<file path="src/rtl/spi_pkg.sv">
`default_nettype none
// ============================================================================
// Module   : spi_pkg
// Purpose  : Shared types and constants for the SPI master controller.
//            - cmd_e   : 2-bit command codes carried in the frame header
//            - state_e : controller FSM states
//            - FRAME_BITS / DATA_BITS : outgoing frame and read-data widths
// Revision : 1.0 - initial release
// ============================================================================
package spi_pkg;

    typedef enum logic [1:0] {
        CMD_WR_ADDR = 2'b00,
        CMD_WR_DATA = 2'b01,
        CMD_RD_ADDR = 2'b10,
        CMD_RD_DATA = 2'b11
    } cmd_e;

    typedef enum logic [2:0] {
        IDLE  = 3'd0,
        START = 3'd1,
        SHIFT = 3'd2,
        TURN  = 3'd3,
        RECV  = 3'd4,
        DONE  = 3'd5
    } state_e;

    localparam int FRAME_BITS = 10;
    localparam int DATA_BITS  = 8;

endpackage
`default_nettype wire

</file>
<file path="src/rtl/spi_shifter.sv">
`default_nettype none
// ============================================================================
// Module   : spi_shifter
// Purpose  : Parallel-load shift register, MSB-first serial out and serial in.
//            The same register carries the outgoing command frame and then
//            collects the incoming read byte in its low bits.
// Ports    : clk, rst_n      - clock, async active-low reset
//            load/load_value - parallel load (wins over shift)
//            shift_en        - shift left by one, serial_in enters at bit 0
//            serial_out      - current MSB
//            rx_value        - low RX_BITS of the register (received data)
// Revision : 1.0 - initial release
// ============================================================================
module spi_shifter
    import spi_pkg::*;
#(
    parameter int WIDTH   = FRAME_BITS,
    parameter int RX_BITS = DATA_BITS
)
(
    input  logic               clk,
    input  logic               rst_n,
    input  logic               load,
    input  logic [WIDTH-1:0]   load_value,
    input  logic               shift_en,
    input  logic               serial_in,
    output logic               serial_out,
    output logic [RX_BITS-1:0] rx_value
);

    logic [WIDTH-1:0] r_shreg;

    always_ff @(posedge clk or negedge rst_n) begin
        if (!rst_n) begin
            r_shreg <= '0;
        end else if (load) begin
            r_shreg <= load_value;
        end else if (shift_en) begin
            r_shreg <= {r_shreg[WIDTH-2:0], serial_in};
        end
    end

    assign serial_out = r_shreg[WIDTH-1];
    assign rx_value   = r_shreg[RX_BITS-1:0];

endmodule
`default_nettype wire

</file>
<file path="src/rtl/spi_master_ctrl.sv">
`default_nettype none
// ============================================================================
// Module   : spi_master_ctrl
// Purpose  : SPI master. Each accepted host request is sent as one ss_n-framed
//            10-bit command {cmd, data} MSB first on mosi; read-data commands
//            then wait TURN_CYCLES and shift 8 bits in from miso, returned on
//            the response port. Single clock domain (no SCLK).
// Ports    : clk, rst_n (async, active-low)
//            req_valid/req_ready/req_cmd/req_data - host request
//            rsp_valid/rsp_data                   - read-data response
//            rsp_err  - only with SPI_MASTER_SEQ_CHECK_EN: read data requested
//                       before any read-address frame completed
//            busy                                 - not IDLE
//            ss_n/mosi/miso                       - SPI pins
// Config   : `define SPI_MASTER_SEQ_CHECK_EN adds rsp_err and its tracking flag.
// Revision : 1.0 - initial release
// ============================================================================
module spi_master_ctrl
    import spi_pkg::*;
#(
    parameter int TURN_CYCLES = 2
)
(
    input  logic       clk,
    input  logic       rst_n,
    input  logic       req_valid,
    output logic       req_ready,
    input  logic [1:0] req_cmd,
    input  logic [7:0] req_data,
    output logic       rsp_valid,
    output logic [7:0] rsp_data,
`ifdef SPI_MASTER_SEQ_CHECK_EN
    output logic       rsp_err,
`endif
    output logic       busy,
    output logic       ss_n,
    output logic       mosi,
    input  logic       miso
);

    localparam logic [3:0] c_bit_last  = 4'(FRAME_BITS - 1);
    localparam logic [3:0] c_turn_last = 4'(TURN_CYCLES - 1);
    localparam logic [2:0] c_rx_last   = 3'(DATA_BITS - 1);

    state_e                  r_state;
    state_e                  w_next_state;
    cmd_e                    r_cmd;
    logic [3:0]              r_bit_cnt;
    logic [3:0]              r_turn_cnt;
    logic [2:0]              r_rx_cnt;
    logic [7:0]              r_rsp_data;

    logic                    w_accept;
    logic [FRAME_BITS-1:0]   w_load_value;
    logic                    w_shift_en;
    logic                    w_serial_in;
    logic                    w_serial_out;
    logic [DATA_BITS-1:0]    w_rx_value;

    assign w_accept     = req_valid && (r_state == IDLE);
    // Read-data frames carry no payload: zeros go out instead of req_data.
    assign w_load_value = {req_cmd, (req_cmd == CMD_RD_DATA) ? {DATA_BITS{1'b0}} : req_data};
    assign w_shift_en   = (r_state == SHIFT) || (r_state == RECV);
    assign w_serial_in  = (r_state == RECV) ? miso : 1'b0;

    spi_shifter #(
        .WIDTH   (FRAME_BITS),
        .RX_BITS (DATA_BITS)
    ) u_shifter (
        .clk        (clk),
        .rst_n      (rst_n),
        .load       (w_accept),
        .load_value (w_load_value),
        .shift_en   (w_shift_en),
        .serial_in  (w_serial_in),
        .serial_out (w_serial_out),
        .rx_value   (w_rx_value)
    );

    always_ff @(posedge clk or negedge rst_n) begin
        if (!rst_n) begin
            r_state <= IDLE;
        end else begin
            r_state <= w_next_state;
        end
    end

    // Outputs are decoded from the state register so that an asynchronous
    // reset drops ss_n and busy immediately, without waiting for an edge.
    always_comb begin
        w_next_state = r_state;
        req_ready    = 1'b0;
        busy         = 1'b1;
        ss_n         = 1'b0;
        mosi         = 1'b0;
        rsp_valid    = 1'b0;
        case (r_state)
            IDLE: begin
                req_ready = 1'b1;
                busy      = 1'b0;
                ss_n      = 1'b1;
                if (req_valid) begin
                    w_next_state = START;
                end
            end
            START: begin
                w_next_state = SHIFT;
            end
            SHIFT: begin
                mosi = w_serial_out;
                if (r_bit_cnt == c_bit_last) begin
                    w_next_state = (r_cmd == CMD_RD_DATA) ? TURN : DONE;
                end
            end
            TURN: begin
                if (r_turn_cnt == c_turn_last) begin
                    w_next_state = RECV;
                end
            end
            RECV: begin
                if (r_rx_cnt == c_rx_last) begin
                    w_next_state = DONE;
                end
            end
            DONE: begin
                ss_n         = 1'b1;
                rsp_valid    = (r_cmd == CMD_RD_DATA);
                w_next_state = IDLE;
            end
            default: begin
                ss_n         = 1'b1;
                w_next_state = IDLE;
            end
        endcase
    end

    // Counters run only inside their own state and return to zero on exit.
    always_ff @(posedge clk or negedge rst_n) begin
        if (!rst_n) begin
            r_bit_cnt  <= '0;
            r_turn_cnt <= '0;
            r_rx_cnt   <= '0;
        end else begin
            r_bit_cnt  <= ((r_state == SHIFT) && (r_bit_cnt  != c_bit_last))  ? r_bit_cnt  + 4'd1 : 4'd0;
            r_turn_cnt <= ((r_state == TURN)  && (r_turn_cnt != c_turn_last)) ? r_turn_cnt + 4'd1 : 4'd0;
            r_rx_cnt   <= ((r_state == RECV)  && (r_rx_cnt   != c_rx_last))   ? r_rx_cnt   + 3'd1 : 3'd0;
        end
    end

    // The response byte is captured on the last receive cycle (including that
    // cycle's miso bit) so it is already on rsp_data when DONE raises rsp_valid.
    always_ff @(posedge clk or negedge rst_n) begin
        if (!rst_n) begin
            r_cmd      <= CMD_WR_ADDR;
            r_rsp_data <= '0;
        end else begin
            if (w_accept) begin
                r_cmd <= cmd_e'(req_cmd);
            end
            if ((r_state == RECV) && (r_rx_cnt == c_rx_last)) begin
                r_rsp_data <= {w_rx_value[DATA_BITS-2:0], miso};
            end
        end
    end

    assign rsp_data = r_rsp_data;

`ifdef SPI_MASTER_SEQ_CHECK_EN
    logic r_rd_addr_set;

    always_ff @(posedge clk or negedge rst_n) begin
        if (!rst_n) begin
            r_rd_addr_set <= 1'b0;
        end else if ((r_state == DONE) && (r_cmd == CMD_RD_ADDR)) begin
            r_rd_addr_set <= 1'b1;
        end
    end

    assign rsp_err = (r_state == DONE) && (r_cmd == CMD_RD_DATA) && !r_rd_addr_set;
`endif

endmodule
`default_nettype wire
</file>
<file path="config.mk">
export PLATFORM = sky130hd
export DESIGN_NAME = spi_master_ctrl
export DESIGN_NICKNAME = d
export VERILOG_FILES = /design/src/rtl/spi_pkg.sv /design/src/rtl/spi_shifter.sv /design/src/rtl/spi_master_ctrl.sv
export SDC_FILE = /design/constraint.sdc
export NUM_CORES = 1
export LEC_CHECK = 0
export CAP_MARGIN = 5
export CORE_MARGIN = 4
export CORE_UTILIZATION = 30
export CTS_CLUSTER_SIZE = 28
export DETAILED_ROUTE_END_ITERATION = 12
export HOLD_SLACK_MARGIN = 0.15
export PLACE_DENSITY = 0.6
export SYNTH_ARGS = -nofsm -noshare
export SYNTH_HDL_FRONTEND = slang
export SYNTH_SLANG_ARGS = --single-unit
</file>
<file path="constraint.sdc">
create_clock -name clk -period 2.1 [get_ports clk]
set_clock_uncertainty 0.15 [all_clocks]
set_input_delay 0.42 -clock clk [delete_from_list [all_inputs] [get_ports clk]]
set_output_delay 0.42 -clock clk [all_outputs]
set_load 0.005 [all_outputs]
</file>
==> out/metrics.yaml, run 1 <==
fin_crit_ns: 2.03
final_cell_mix: "33 x dfrtp_1, 23 x clkdlybuf4s50_1, 17 x mux2_2, 16 x buf_4, 9 x nor2_1"
synth_area_leaders: "dfrtp_1 49%, mux2_2 12%, mux2_1 5.2%"
pwr_density_cell_mw_per_mm2: 1110
grt_pass1_vias: 1272
power_frac_seq_pct: 37.5
syn_nets: 160
htreeDepth: 2
grt_use_total_pct: 10.6
drv_slew: 0
hp-class: "reg2reg"
critPathKind: "reg2out"
p_switching_w: 0.000819
cts.clk_slew.worst_paths_ns: 0.07
wl_um: 3330
crit_path_top_delay_cell: "dfrtp_2"
syn_area_per_cell_um2: 12.3
critPathMaxFanout: 3
setup_viol: 0
io_pins: 27
dieArea_mm2: 0.00701
drt.antenna.violating_nets: 0
synthSimpleGateAreaFrac_pct: 12.0
die_h_um: 83.8
grt-ovfl-total: 0
yosys_warnings: 0
synth_cell_type_count: 37
crit_chain: "buf_4 > nor3b_2 > and2_4 > dlygate4sd2_1"
setup_ws_ns: 0.0696
synthAdderAreaFrac_pct: 4.36
seqCellArea_um2: 852
reg2reg_slack_ns: 0.08
yosysTopAreaCell: "dfrtp_1"
r2r-start: "r_state[0]"
final_util_pct: 41.1
syn_area_mm2: 0.00172
clk_path_buf_depth: 2
numPortBuffers: 26
ys_ff_latch: 34
coreArea_mm2: 0.00554
max-cap-violations: 0
grt_first_pass_wirelength_um: 5910
ir_drop_v: 0.000459
min_from: "r_rx_cnt[0]"
die_w_um: 83.8
synth.area.mux_share_pct: 17.0
p_leak_nw: 1.06
rr_worst_depth: 6
cp_slowest_stage_delay_ns: 0.42
final_common_cell: "dfrtp_1"
dp_cells: 245
slew_headroom_pct: 71.5
synth_compound_area_share_pct: 9.52
syn_inst: 140
worstMarginPinSlew_ns: 0.428
multi_input_area_um2: 808
cts_inserted_buffers: 5
sw_frac_of_total_pct: 32.4
area_growth_pct: 32.2
row_count: 27
clk_latency_ns: 0.29
drt-vias-per-instance: 4.51
start_util_pct: 31.1
drt-wirelength-per-cell_um: 12.9
synth_top_area_share_pct: 49.4
cts_tree: "built"
dp_slack_ns: -0.0986
min_to: "r_rx_cnt[0]"
grt_max_degree: 35
p_clk_share_pct: 20.0
fin_nets: 204
synth-seq-area-share_pct: 49.4
p_int_w: 0.00171
final-hold-violation-count: 0
antennaDiodeCount: 0
crit_path_start_kind: "register"
fin_cells: 257
drc: 0
vias: 1159
hpwl_um: 2410
arrival_ns: 1.46
gp_congestion: 0.723
r2r-end: "u_shifter.r_shreg[1]"
fmax_ghz: 0.493
grt_antenna_before_repair: 0
drive_gt1_share_pct: 29.7
run_status: "complete, no violations"
hold_depth: 1
cp.required_ns: 1.53
fillCellCount: 547
cts_sinks: 34
cts-root-buf: "clkbuf_8"
fin_setup_tns_ns: 0
comb_power_share_pct: 42.5
fin_crit_sh_pct: 96.7
end_kind: "primary output"
synth_xor_area_share_pct: 2.54
first_pass_iters: 4
rsz0062_at_grt: "yes"
drtIter0Drc: 38
synth_top_family_by_area: "multiplexers"
## worst max-delay path by stage
stage / startpoint / to / slack (ns) / cells past startpoint
2_1_floorplan: r_state[1] / u_shifter.r_shreg[4] / 0.30 / 4
3_3_place_gp: req_valid / u_shifter.r_shreg[2] / -0.09 / 5
3_5_place_dp: req_valid / u_shifter.r_shreg[1] / -0.1 / 5
4_1_cts: r_state[0] / u_shifter.r_shreg[1] / 0.0003 / 6
5_1_grt: r_state[2] / mosi / -0.005 / 4
6_report: r_state[0] / mosi / 0.07 / 4
## Yosys cell counts (all sizes together)
cell	count
nor2	10
xnor2	3
nand3	2
inv	7
nor3	3
dfrtp	34
ha	6
and2	4
o211ai	1
a21boi	8
xor2	2
mux2	26
o41ai	1
clkbuf	1
o21a	1
o311ai	1
nand3b	1
nor4b	1
and3	1
o21ai	4
o21ba	1
nor3b	2
a21o	2
bufbuf	1
nand2	4
buf	5
nor2b	4
a32oi	2
and4	1
o22a	1
## metrics by stage
stage / power (W) / hold slack (ns) / cell area (um^2)
after floorplan: 0.00162 / -0.0256 / 1720
after global placement: 0.00193 / 0.276 / 2130
after detailed placement: 0.00195 / 0.280 / 2130
after CTS: 0.00250 / 0.298 / 2250
after global routing: 0.00272 / 0.308 / 2280
final: 0.00253 / 0.298 / 2280
## power groups by stage
stage	logic, W	clock network, W	registers (W)
after floorplan	0.000684	0	0.000933
after global placement	0.000978	0	0.000956
after detailed placement	0.000991	0	0.000958
after CTS	0.00103	0.000521	0.000950
after global routing	0.00120	0.000545	0.000972
final	0.00107	0.000506	0.000950
## critical path, delay by kind of cell, from the launching register on
kind / cells / cell delay (ns)
buffers and inverters: 2 / 0.38
DFF: 1 / 0.42
and+or+nand+nor: 2 / 0.38
## registers in the layout (all words and copies together), names as in the netlist
name / count
r_state: 3
r_cmd: 2
r_turn_cnt: 4
r_rx_cnt: 3
rsp_data: 8
r_bit_cnt: 4
u_shifter.r_shreg: 10
## area by class of cell
| cell class | instances | share of cell area, % |
|---|---|---|
| repair buffers | 44 | 17.9 |
| flip-flops and latches | 34 | 37.4 |
| clock buffers | 7 | 3.79 |
| inverters | 7 | 1.15 |
| multi-input cells | 92 | 35.5 |
| well taps | 72 | 3.96 |
| clock inverters | 1 | 0.220 |
## cell families (layout without fill, tap and decap cells)
group,after synthesis,in the layout
buf+inv,14,59
xor+xnor,5,5
compound gates,22,22
simple gates,33,33
fa+ha+maj,6,6
mux,26,26
flops,34,34
## layer usage
layer | vias to the layer above | share of wire [%] | routed length [um] | global-route usage, %
met2 | 23 | 48 | 1600 | 17.6
met4 | 0 | 1.7 | 56 | 4.39
met5 | - | 0 | 0 | 0
met1 | 558 | 45 | 1510 | 12.7
li1 | 572 | - | - | -
met3 | 6 | 4.7 | 157 | 3.46
## timing repair
item | 4_1_cts | 5_1_grt
setup buffers | 3 | 1
endpoints found under the hold margin | 0 | 0
gates resized for setup | 7 | 5
setup endpoints to repair | 5 | 9
hold buffers | 0 | 0
pin swaps | 3 | 1
Power figures use the tool's default switching activity.
==> run 2, diff against run 1 <==
Settings changed: ABC_AREA from default to 1, SETUP_SLACK_MARGIN from default to 0.5, SKIP_CTS_REPAIR_TIMING from default to 1.
==> out/metrics.yaml, run 2 <==
run_status: "complete, no violations"
htreeDepth: 2
p_leak_nw: 1.33
max-cap-violations: 0
fin_nets: 269
synth-seq-area-share_pct: 49.5
setup_viol: 0
crit_path_top_delay_cell: "dfrtp_2"
start_util_pct: 31.0
cp_common_cell: "nand2_4"
cts_tree: "built"
largest_register_ffs: 10
gp_congestion: 0.858
hp-class: "reg2reg"
first_pass_iters: 4
critPathKind: "reg2out"
final_util_pct: 43.3
yosys_warnings: 0
grt_antenna_before_repair: 0
syn_inst: 198
syn_nets: 218
ys.flop_type: "dfrtp_1"
drt-vias-per-instance: 4.27
clk_latency_ns: 0.29
syn_area_mm2: 0.00172
critPathMaxFanout: 5
hpwl_um: 2480
drive_gt1_share_pct: 27.2
synth_common_cells: "61 x nand2_1, 34 x dfrtp_1, 20 x nor2_1"
drt-wirelength-per-cell_um: 11.2
rsz0062_at_grt: "yes"
grt_first_pass_wirelength_um: 5760
fillCellCount: 551
ir_drop_v: 0.000403
dp_cells: 300
fin_cells: 322
vias: 1375
numPortBuffers: 26
end_kind: "primary output"
synth_edf_count: 0
dieArea_mm2: 0.00700
grt_pass1_vias: 1266
final_cell_mix: "58 x nand2_1, 31 x dfrtp_1, 20 x nor2_1, 17 x inv_1, 17 x buf_4"
crit_chain: "nor2_4 > buf_6 > nand2_4 > nand2_4 > a21oi_2 > buf_2"
cp.required_ns: 1.53
antennaDiodeCount: 0
row_count: 27
coreArea_mm2: 0.00554
drc: 0
regMostFlops: "u_shifter.r_shreg"
drtIter0Drc: 85
clk_path_buf_depth: 2
io_pins: 27
arrival_ns: 1.26
die_w_um: 83.7
cp_slowest_stage_delay_ns: 0.45
ys_ff_latch: 34
final-hold-violation-count: 0
cts-root-buf: "clkbuf_8"
slew_headroom_pct: 71.2
fmax_ghz: 0.547
drt.antenna.violating_nets: 0
area_growth_pct: 39.7
wl_um: 3600
cts.clk_slew.worst_paths_ns: 0.08
ys_async_sr_fraction_pct: 100
final_common_cell: "nand2_1"
synth_area_leaders: "dfrtp_1 50%, nand2_1 13%, ha_1 4.4%"
fin_crit_ns: 1.83
drv_slew: 0
syn_area_per_cell_um2: 8.68
synth_most_common_cell: "nand2_1"
grt-ovfl-total: 0
die_h_um: 83.7
grt_use_total_pct: 10.2
synth_top_area_share_pct: 49.5
pwr_density_cell_mw_per_mm2: 1250
cts_sinks: 34
yosysTopAreaCell: "dfrtp_1"
worstMarginPinSlew_ns: 0.433
synth_cell_type_count: 24
crit_path_start_kind: "register"
fin_crit_sh_pct: 87.1
grt_max_degree: 35
power_w: 0.00300
cts_inserted_buffers: 5
run 2: cell types whose count changed in the layout (fill, tap and decap cells not counted), sizes merged, moves of 10 or more:
cell           before  now
clkdlybuf4s50      23   13
nand2               4   73
nand3               2   19
nor2               10   23
inv                 7   22
mux2               26    0
run 2: stage by stage:
stage	area (um^2)	setup TNS [ns]	worst slack (ns)	hold WS [ns]
3_5_place_dp	2090	0	0.144	0.277
6_report	2400	0	0.271	0.334
4_1_cts	2230	-0.693	-0.185	0.287
3_3_place_gp	2090	0	0.157	0.275
2_1_floorplan	1720	0	0.527	-0.0256
5_1_grt	2400	0	0.226	0.347
run 2: kinds of logic (layout without fill, tap and decap cells):
kind of cell / Yosys count / after routing / synth area share, %
DFF: 34 / 34 / 49.5
adders and majority gates: 6 / 6 / 4.37
buffers and inverters: 25 / 76 / 6.99
and+or+nand+nor: 115 / 116 / 32.0
xor gates and xnor gates: 4 / 4 / 2.04
AOI/OAI and AO/OA: 14 / 14 / 5.10
run 2: area by class of cell:
class                      count  area, um^2  share of cell area, %
sequential                    34         855                   35.6
multi-input combinational    140         812                   33.8
timing repair buffer          45         405                   16.9
inverter                      23         100                   4.17
tap                           72        90.1                   3.75
clock buffer                   5        68.8                   2.87
clock inverter                 3        68.8                   2.87
run 2: power breakdown:
part | total, W | switching [W] | internal (W)
Combinational | 0.00131 | 0.000768 | 0.000539
Sequential | 0.000962 | 0.000134 | 0.000827
Clock | 0.000733 | 0.000257 | 0.000476
run 2: worst max-delay path, delay by kind of cell, from the launching register on:
kind | cells | cell delay (ns)
and+or+nand+nor | 3 | 0.25
AOI/OAI and AO/OA | 1 | 0.04
buffers and inverters | 2 | 0.25
DFF | 1 | 0.45
run 2: path summary, 6_finish.rpt:
path / start / to / slack (ns) / depth (start not counted)
min: rsp_data[3] / rsp_data[3] / 0.33 / 1
max: r_state[0] / ss_n / 0.27 / 6
max reg2reg: r_state[0] / u_shifter.r_shreg[9] / 0.45 / 8
min in group asynchronous: rst_n / rsp_data[5] / 0.38 / 2
min reg2reg: rsp_data[3] / rsp_data[3] / 0.33 / 1
max in group asynchronous: rst_n / r_state[0] / 1.08 / 2
run 2: routing by layer:
layer	part of all wire, %	global-route usage, %	vias up
li1	-	-	721
met5	0	0	-
met4	1.9	5.26	0
met3	2.1	2.57	4
met1	48	12.6	636
met2	47	16.2	14
==> run 3, diff against run 2 <==
Settings changed: RECOVER_POWER from default to 100, REMOVE_ABC_BUFFERS from default to 1.
Clock period 2.1 ns to 2 ns, I/O delays scaled along.
==> out/metrics.yaml, run 3 (synthesis results as in run 2) <==
area_growth_pct: 36.4
grt_pass1_vias: 1346
cts.clk_slew.worst_paths_ns: 0.07
p_switching_w: 0.00118
p_leak_nw: 1.19
sw_frac_of_total_pct: 39.7
crit_path_top_delay_cell: "dfrtp_1"
largest_register_ffs: 10
hpwl_um: 2610
grt-ovfl-total: 0
p_clk_share_pct: 21.3
drc: 0
htreeDepth: 2
final_common_cell: "nand2_1"
end_kind: "primary output"
gp_congestion: 0.818
hold_depth: 1
cts_sinks: 34
start_util_pct: 31.0
slew_headroom_pct: 44.5
multi_input_area_um2: 761
fillCellCount: 575
final_util_pct: 42.3
final-hold-violation-count: 0
grt_max_degree: 35
regMostFlops: "u_shifter.r_shreg"
dp_cells: 303
numPortBuffers: 26
die_w_um: 83.7
vias: 1444
fin_crit_ns: 1.87
fmax_ghz: 0.536
grt_antenna_before_repair: 0
fin_crit_sh_pct: 93.3
die_h_um: 83.7
fin_nets: 275
cp_slowest_stage_delay_ns: 0.45
critPathMaxFanout: 6
critPathLaunch: "r_state[0]"
final_cell_mix: "60 x nand2_1, 33 x dfrtp_1, 20 x nor2_1, 19 x inv_1, 15 x nand3_1"
antennaDiodeCount: 0
drv_slew: 0
min_from: "r_rx_cnt[0]"
coreArea_mm2: 0.00554
crit_path_start_kind: "register"
power_frac_seq_pct: 34.0
grt_use_total_pct: 11.4
drt.antenna.violating_nets: 0
arrival_ns: 1.32
wl_um: 4040
ir_drop_v: 0.000418
pwr_density_cell_mw_per_mm2: 1270
reg2reg_slack_ns: 0.16
drt-vias-per-instance: 4.40
min_to: "r_rx_cnt[0]"
seqCellArea_um2: 852
cts-root-buf: "clkbuf_8"
drtIter0Drc: 111
hp-class: "reg2reg"
clk_path_buf_depth: 2
rr_worst_depth: 8
clk_latency_ns: 0.29
cp.required_ns: 1.45
cts_inserted_buffers: 5
run_status: "complete, no violations"
worstMarginPinSlew_ns: 0.833
crit_chain: "nor2_4 > buf_6 > nand2_4 > nand2_2 > a21oi_2 > buf_2"
dieArea_mm2: 0.00700
fin_cells: 328
cts_tree: "built"
r2r-end: "rsp_data[6]"
p_int_w: 0.00179
io_pins: 27
r2r-start: "r_state[0]"
setup_viol: 0
drive_gt1_share_pct: 23.0
comb_power_share_pct: 44.7
grt_first_pass_wirelength_um: 6400
rsz0062_at_grt: "yes"
critPathKind: "reg2out"
max-cap-violations: 0
first_pass_iters: 4
drt-wirelength-per-cell_um: 12.3
row_count: 27
## run 3: cell count changes in the layout (fill, tap and decap cells not counted), moves of 3 or more
cell             delta
buf_4               -4
clkdlybuf4s25_1     +8
dlymetal6s2s_1      -7
buf_6               +3
clkbuf_1            +4
## run 3: critical path, delay by kind of cell (launching register included)
| kind | cells | cell delay, ns |
|---|---|---|
| DFF | 1 | 0.45 |
| AOI/OAI and AO/OA | 1 | 0.03 |
| and+or+nand+nor | 3 | 0.30 |
| buffers and inverters | 2 | 0.25 |
## run 3: area by class of cell
class                      count  area share, %
multi-input combinational    141           32.5
sequential                    34           36.4
clock inverter                 2           1.60
clock buffer                   6           3.10
inverter                      23           3.84
timing repair buffer          50           18.8
tap                           72           3.84
## run 3: layer usage
layer,vias to the layer above,share of wire (%),GRT usage [%]
li1,731,-,-
met1,667,47,15.6
met5,-,0,0
met3,8,5.0,3.85
met4,0,2.2,4.53
met2,38,46,16.6
## run 3: power by group through the flow
stage / registers (W) / logic, W / clock network, W
after floorplan: 0.00101 / 0.000788 / 0
after global placement: 0.00102 / 0.00119 / 0
after detailed placement: 0.00102 / 0.00121 / 0
after CTS: 0.00101 / 0.00122 / 0.000651
after global routing: 0.00103 / 0.00151 / 0.000689
final: 0.00101 / 0.00133 / 0.000632
## run 3: worst max-delay path by stage
stage	depth (start not counted)	slack, ns	to
2_1_floorplan	8	0.43	r_state[0]
3_3_place_gp	4	0.13	req_ready
3_5_place_dp	4	0.11	req_ready
4_1_cts	4	-0.21	req_ready
5_1_grt	6	0.06	ss_n
6_report	6	0.13	ss_n
## run 3: metrics by stage
| step | cell area [um^2] | setup TNS (ns) | hold WS (ns) | setup WS [ns] | total power (W) |
|---|---|---|---|---|---|
| global placement | 2110 | 0 | 0.273 | 0.127 | 0.00221 |
| floorplan | 1700 | 0 | -0.0456 | 0.427 | 0.00180 |
| global route | 2340 | 0 | 0.313 | 0.0566 | 0.00323 |
| CTS | 2220 | -0.820 | 0.292 | -0.215 | 0.00287 |
| detailed placement | 2110 | 0 | 0.282 | 0.107 | 0.00223 |
| finish | 2340 | 0 | 0.283 | 0.135 | 0.00297 |
==> edit 1: new RTL, config.mk and constraints of run 2 <==
Add a define of `SPI_MASTER_SEQ_CHECK_EN`.
--- a/src/rtl/spi_master_ctrl.sv
+++ b/src/rtl/spi_master_ctrl.sv
@@ -17,2 +17,4 @@
 // ============================================================================
+`define SPI_MASTER_SEQ_CHECK_EN
+
 module spi_master_ctrl
Formal check against the unedited RTL (old outputs only; new: rsp_err): equivalent (Yosys induction, for registers that start in step).
==> edit 1 against run 2 <==
- combinational power shrank 9.9%
- critical path depth stayed put
- routed wire length increased by 1.0%
- via count is 2.7% higher
- power fell by 12%
- synthesized area up 0.80%
- cell area decreased by 2.7%
- largest cell class unchanged
- worst setup slack worse by 47 ps
- largest power group unchanged
- sequential cell count is 1 higher
==> edit 1: results <==
[yosys]
yosysSeqAreaShare = 0.506
synthTopCellsByArea = dfrtp_1, nand2_1, nand3_1
ys_types = 25
synth_nets = 221
yosys-top-cells-count = nand2_1, dfrtp_1, nor2_1
synth_cells = 201

[global_routing]
track_usage = 0.103
grt_max_degree = 36
grt_first_pass_wirelength_mm = 5.91
grt_pass1_vias = 1321

[min_path]
whs_endpoint = r_rx_cnt[0]
whs_path_depth = 1
hold_path_startpoint = r_rx_cnt[0]

[power]
vdd_drop_max_mv = 0.390
p_leak_nw = 1.28

[critical_path]
worstReg2RegStart = r_state[1]
max_stage_delay_ps = 430
r2r_end = rsp_data[5]
crit_family = flip-flops
ff2ff_setup_slack_ps = 560
slowest_stage = dfrtp_1

[timing]
timing.hold.ws_ps = 288
worstMarginPinSlew_ps = 444

[finish]
fin_area_sq_um = 2330
drive_gt1_frac = 0.239
nets = 270
fin_cells = 323
fillCellCount = 586
top_register = u_shifter.r_shreg

[run_status]
status = complete, no violations

[detailed_routing]
via_count = 1412
first_iter_violations = 44
drt_wl_total_mm = 3.64

[placed_design]
gp_congestion = 0.794
pre_cts_slack_ps = 129
io_buffers = 27
dp_hpwl_mm = 2.59
dpl.cell_count = 301
placed_area_sq_um = 2090
==> edit 1: report_power, final <==
part / switching, mW / internal (mW)
registers: 0.162 / 0.854
clock network: 0.223 / 0.232
logic: 0.695 / 0.484
==> edit 1: kinds of logic (layout without fill, tap and decap cells) <==
kind of cell	Yosys count	after routing	share of synthesized area
flip-flops	35	35	0.506
adder cells (fa/ha/maj)	6	6	0.0434
XOR/XNOR	3	3	0.0152
AND/OR/NAND/NOR	115	115	0.297
buffers and inverters	26	76	0.0759
AO/OA/AOI/OAI	16	16	0.0629
==> edit 1: routing by layer <==
metal | part of all wire | track usage | vias up
li1 | - | - | 725
met1 | 0.46 | 0.129 | 666
met2 | 0.50 | 0.171 | 16
met3 | 0.025 | 0.0286 | 5
met4 | 0.015 | 0.0351 | 0
met5 | 0 | 0 | -
==> edit 1: area by class of cell <==
cell class / count / area share
sequential: 35 / 0.376
timing repair buffer: 44 / 0.169
clock inverter: 1 / 0.00214
clock buffer: 7 / 0.0327
inverter: 24 / 0.0472
multi-input combinational: 140 / 0.334
tap: 72 / 0.0386
==> edit 1: worst max-delay path by stage <==
stage	startpoint	endpoint	slack (ps)
2_1_floorplan	r_rx_cnt[0]	r_state[2]	560
3_3_place_gp	r_state[0]	ss_n	150
3_5_place_dp	r_state[0]	ss_n	130
4_1_cts	r_state[0]	ss_n	-190
5_1_grt	r_state[2]	rsp_err	160
6_report	r_state[1]	ss_n	220
==> edit 2: new RTL, flow settings as in run 2 <==
Without the edit above. The 6 states of `state_e` get a Gray code encoding in 3 bits.
--- a/src/rtl/spi_pkg.sv
+++ b/src/rtl/spi_pkg.sv
@@ -19,8 +19,8 @@
     typedef enum logic [2:0] {
-        IDLE  = 3'd0,
-        START = 3'd1,
-        SHIFT = 3'd2,
-        TURN  = 3'd3,
-        RECV  = 3'd4,
-        DONE  = 3'd5
+        IDLE  = 3'b000,
+        START = 3'b001,
+        SHIFT = 3'b011,
+        TURN  = 3'b010,
+        RECV  = 3'b110,
+        DONE  = 3'b111
     } state_e;
Function: same outputs for any inputs over 10 cycles, from zero or initial values and one cycle with rst_n low; not proved beyond that.
==> edit 2 against run 2 <==
- global-route usage up 1.3 points
- power is 12% lower
- clock power fell by 31%
- cell area fell by 5.4%
- combinational power shrank 8%
- worst setup slack got worse by 24 ps
- routed wire length rose by 3.0%
- sequential cell count unchanged
- synthesized area shrank 4.4%
- sequential share of layout area up 2.0 points
- core utilization up 0.29 points
- largest power group unchanged
==> edit 2: results <==
[run_status]
status = complete, no violations

[yosys]
synthFlopType = dfrtp_1
synth_nets = 218
async_flop_share = 1.00
yosysWarningCount = 0
synthTopCellsByArea = dfrtp_1, nand2_1, nand3_1
yosysSeqAreaShare = 0.518
yosys-top-cells-count = nand2_1, dfrtp_1, inv_1
ys_types = 19
syn_avg_cell_area_sq_um = 8.30

[placed_design]
pre_cts_slack_ps = 161
gp_congestion = 0.777
dp_hpwl_mm = 2.54
placed_area_sq_um = 2010
io_buffers = 26

[clocking]
clock_latency_ps = 280
htreeDepth = 2
numCtsBuffers = 5
clk_pin_slew_ps = 70
clockRootBuffer = clkbuf_8
clk_path_buf_depth = 2

[power]
p_leak_nw = 1.27
combinationalPowerShare = 0.452
seq_power_mw = 0.946
p_sw_mw = 1.04
vdd_drop_max_mv = 0.585

[finish]
nets = 262
drive_gt1_frac = 0.193
largest_reg_flops = 10
top_register = u_shifter.r_shreg
n_antenna_cell = 0
fillCellCount = 534

[min_path]
worstHoldPathType = reg2reg

[critical_path]
worstPathMaxFanout = 5
max_stage_delay_ps = 410
slowest_stage = dfrtp_2
crit_family = buffers and inverters
cp.arrival_ps = 1280

[detailed_routing]
first_iter_violations = 77
drt_pass1_iterations = 4
wl_per_cell_um = 11.9
drc = 0
viasPerCell = 4.54

[timing]
worstMarginPinSlew_ps = 436
hold_violations = 0

[global_routing]
grt_max_degree = 35
grt_first_pass_wirelength_mm = 5.80
grt_pass1_vias = 1289
track_usage = 0.114
antenna_found_initial = 0
[edit 2: cell type report]
cell class                 instances  area [sq um]  share of cell area
timing repair buffer              43           407               0.179
multi-input combinational        134           729               0.321
tap                               70          87.6              0.0386
inverter                          24           100              0.0441
clock inverter                     1          5.00             0.00221
sequential                        34           855               0.377
clock buffer                       7          86.3              0.0380
[edit 2: logic make-up (layout without fill, tap and decap cells)]
logic type / Yosys count / after routing / synth area share
AND/OR/NAND/NOR: 115 / 115 / 0.314
buffers and inverters: 30 / 75 / 0.0739
flip-flops: 34 / 34 / 0.518
AO/OA/AOI/OAI: 9 / 9 / 0.0274
XOR/XNOR: 4 / 4 / 0.0213
adder cells (fa/ha/maj): 6 / 6 / 0.0457
[edit 2: stage by stage]
stage / utilization / power (mW) / setup TNS, ps / std cells
3_5_place_dp: 0.387 / 1.88 / 0 / 295
4_1_cts: 0.404 / 2.38 / -409 / 303
5_1_grt: 0.436 / 2.86 / 0 / 313
2_1_floorplan: - / 1.55 / 0 / 198
3_3_place_gp: 0.387 / 1.85 / 0 / 295
6_report: 0.436 / 2.65 / 0 / 313
[edit 2: metal layers]
layer / wire, um / track usage / share of wire
met2: 1710 / 0.164 / 0.46
met5: 0 / 0 / 0
met4: 43 / 0.0449 / 0.012
met1: 1810 / 0.162 / 0.49
met3: 140 / 0.0318 / 0.038
[edit 2: path summary, 6_finish.rpt]
kind | startpoint | to | slack, ps | cells past startpoint
worst max-delay path | r_state[0] | ss_n | 250 | 7
worst min-delay path | r_rx_cnt[0] | r_rx_cnt[0] | 300 | 1
worst max register to register | r_state[0] | r_state[2] | 450 | 8
worst min register to register | r_rx_cnt[0] | r_rx_cnt[0] | 300 | 1
max in group asynchronous | rst_n | r_state[2] | 1060 | 2
min in group asynchronous | rst_n | rsp_data[3] | 390 | 2
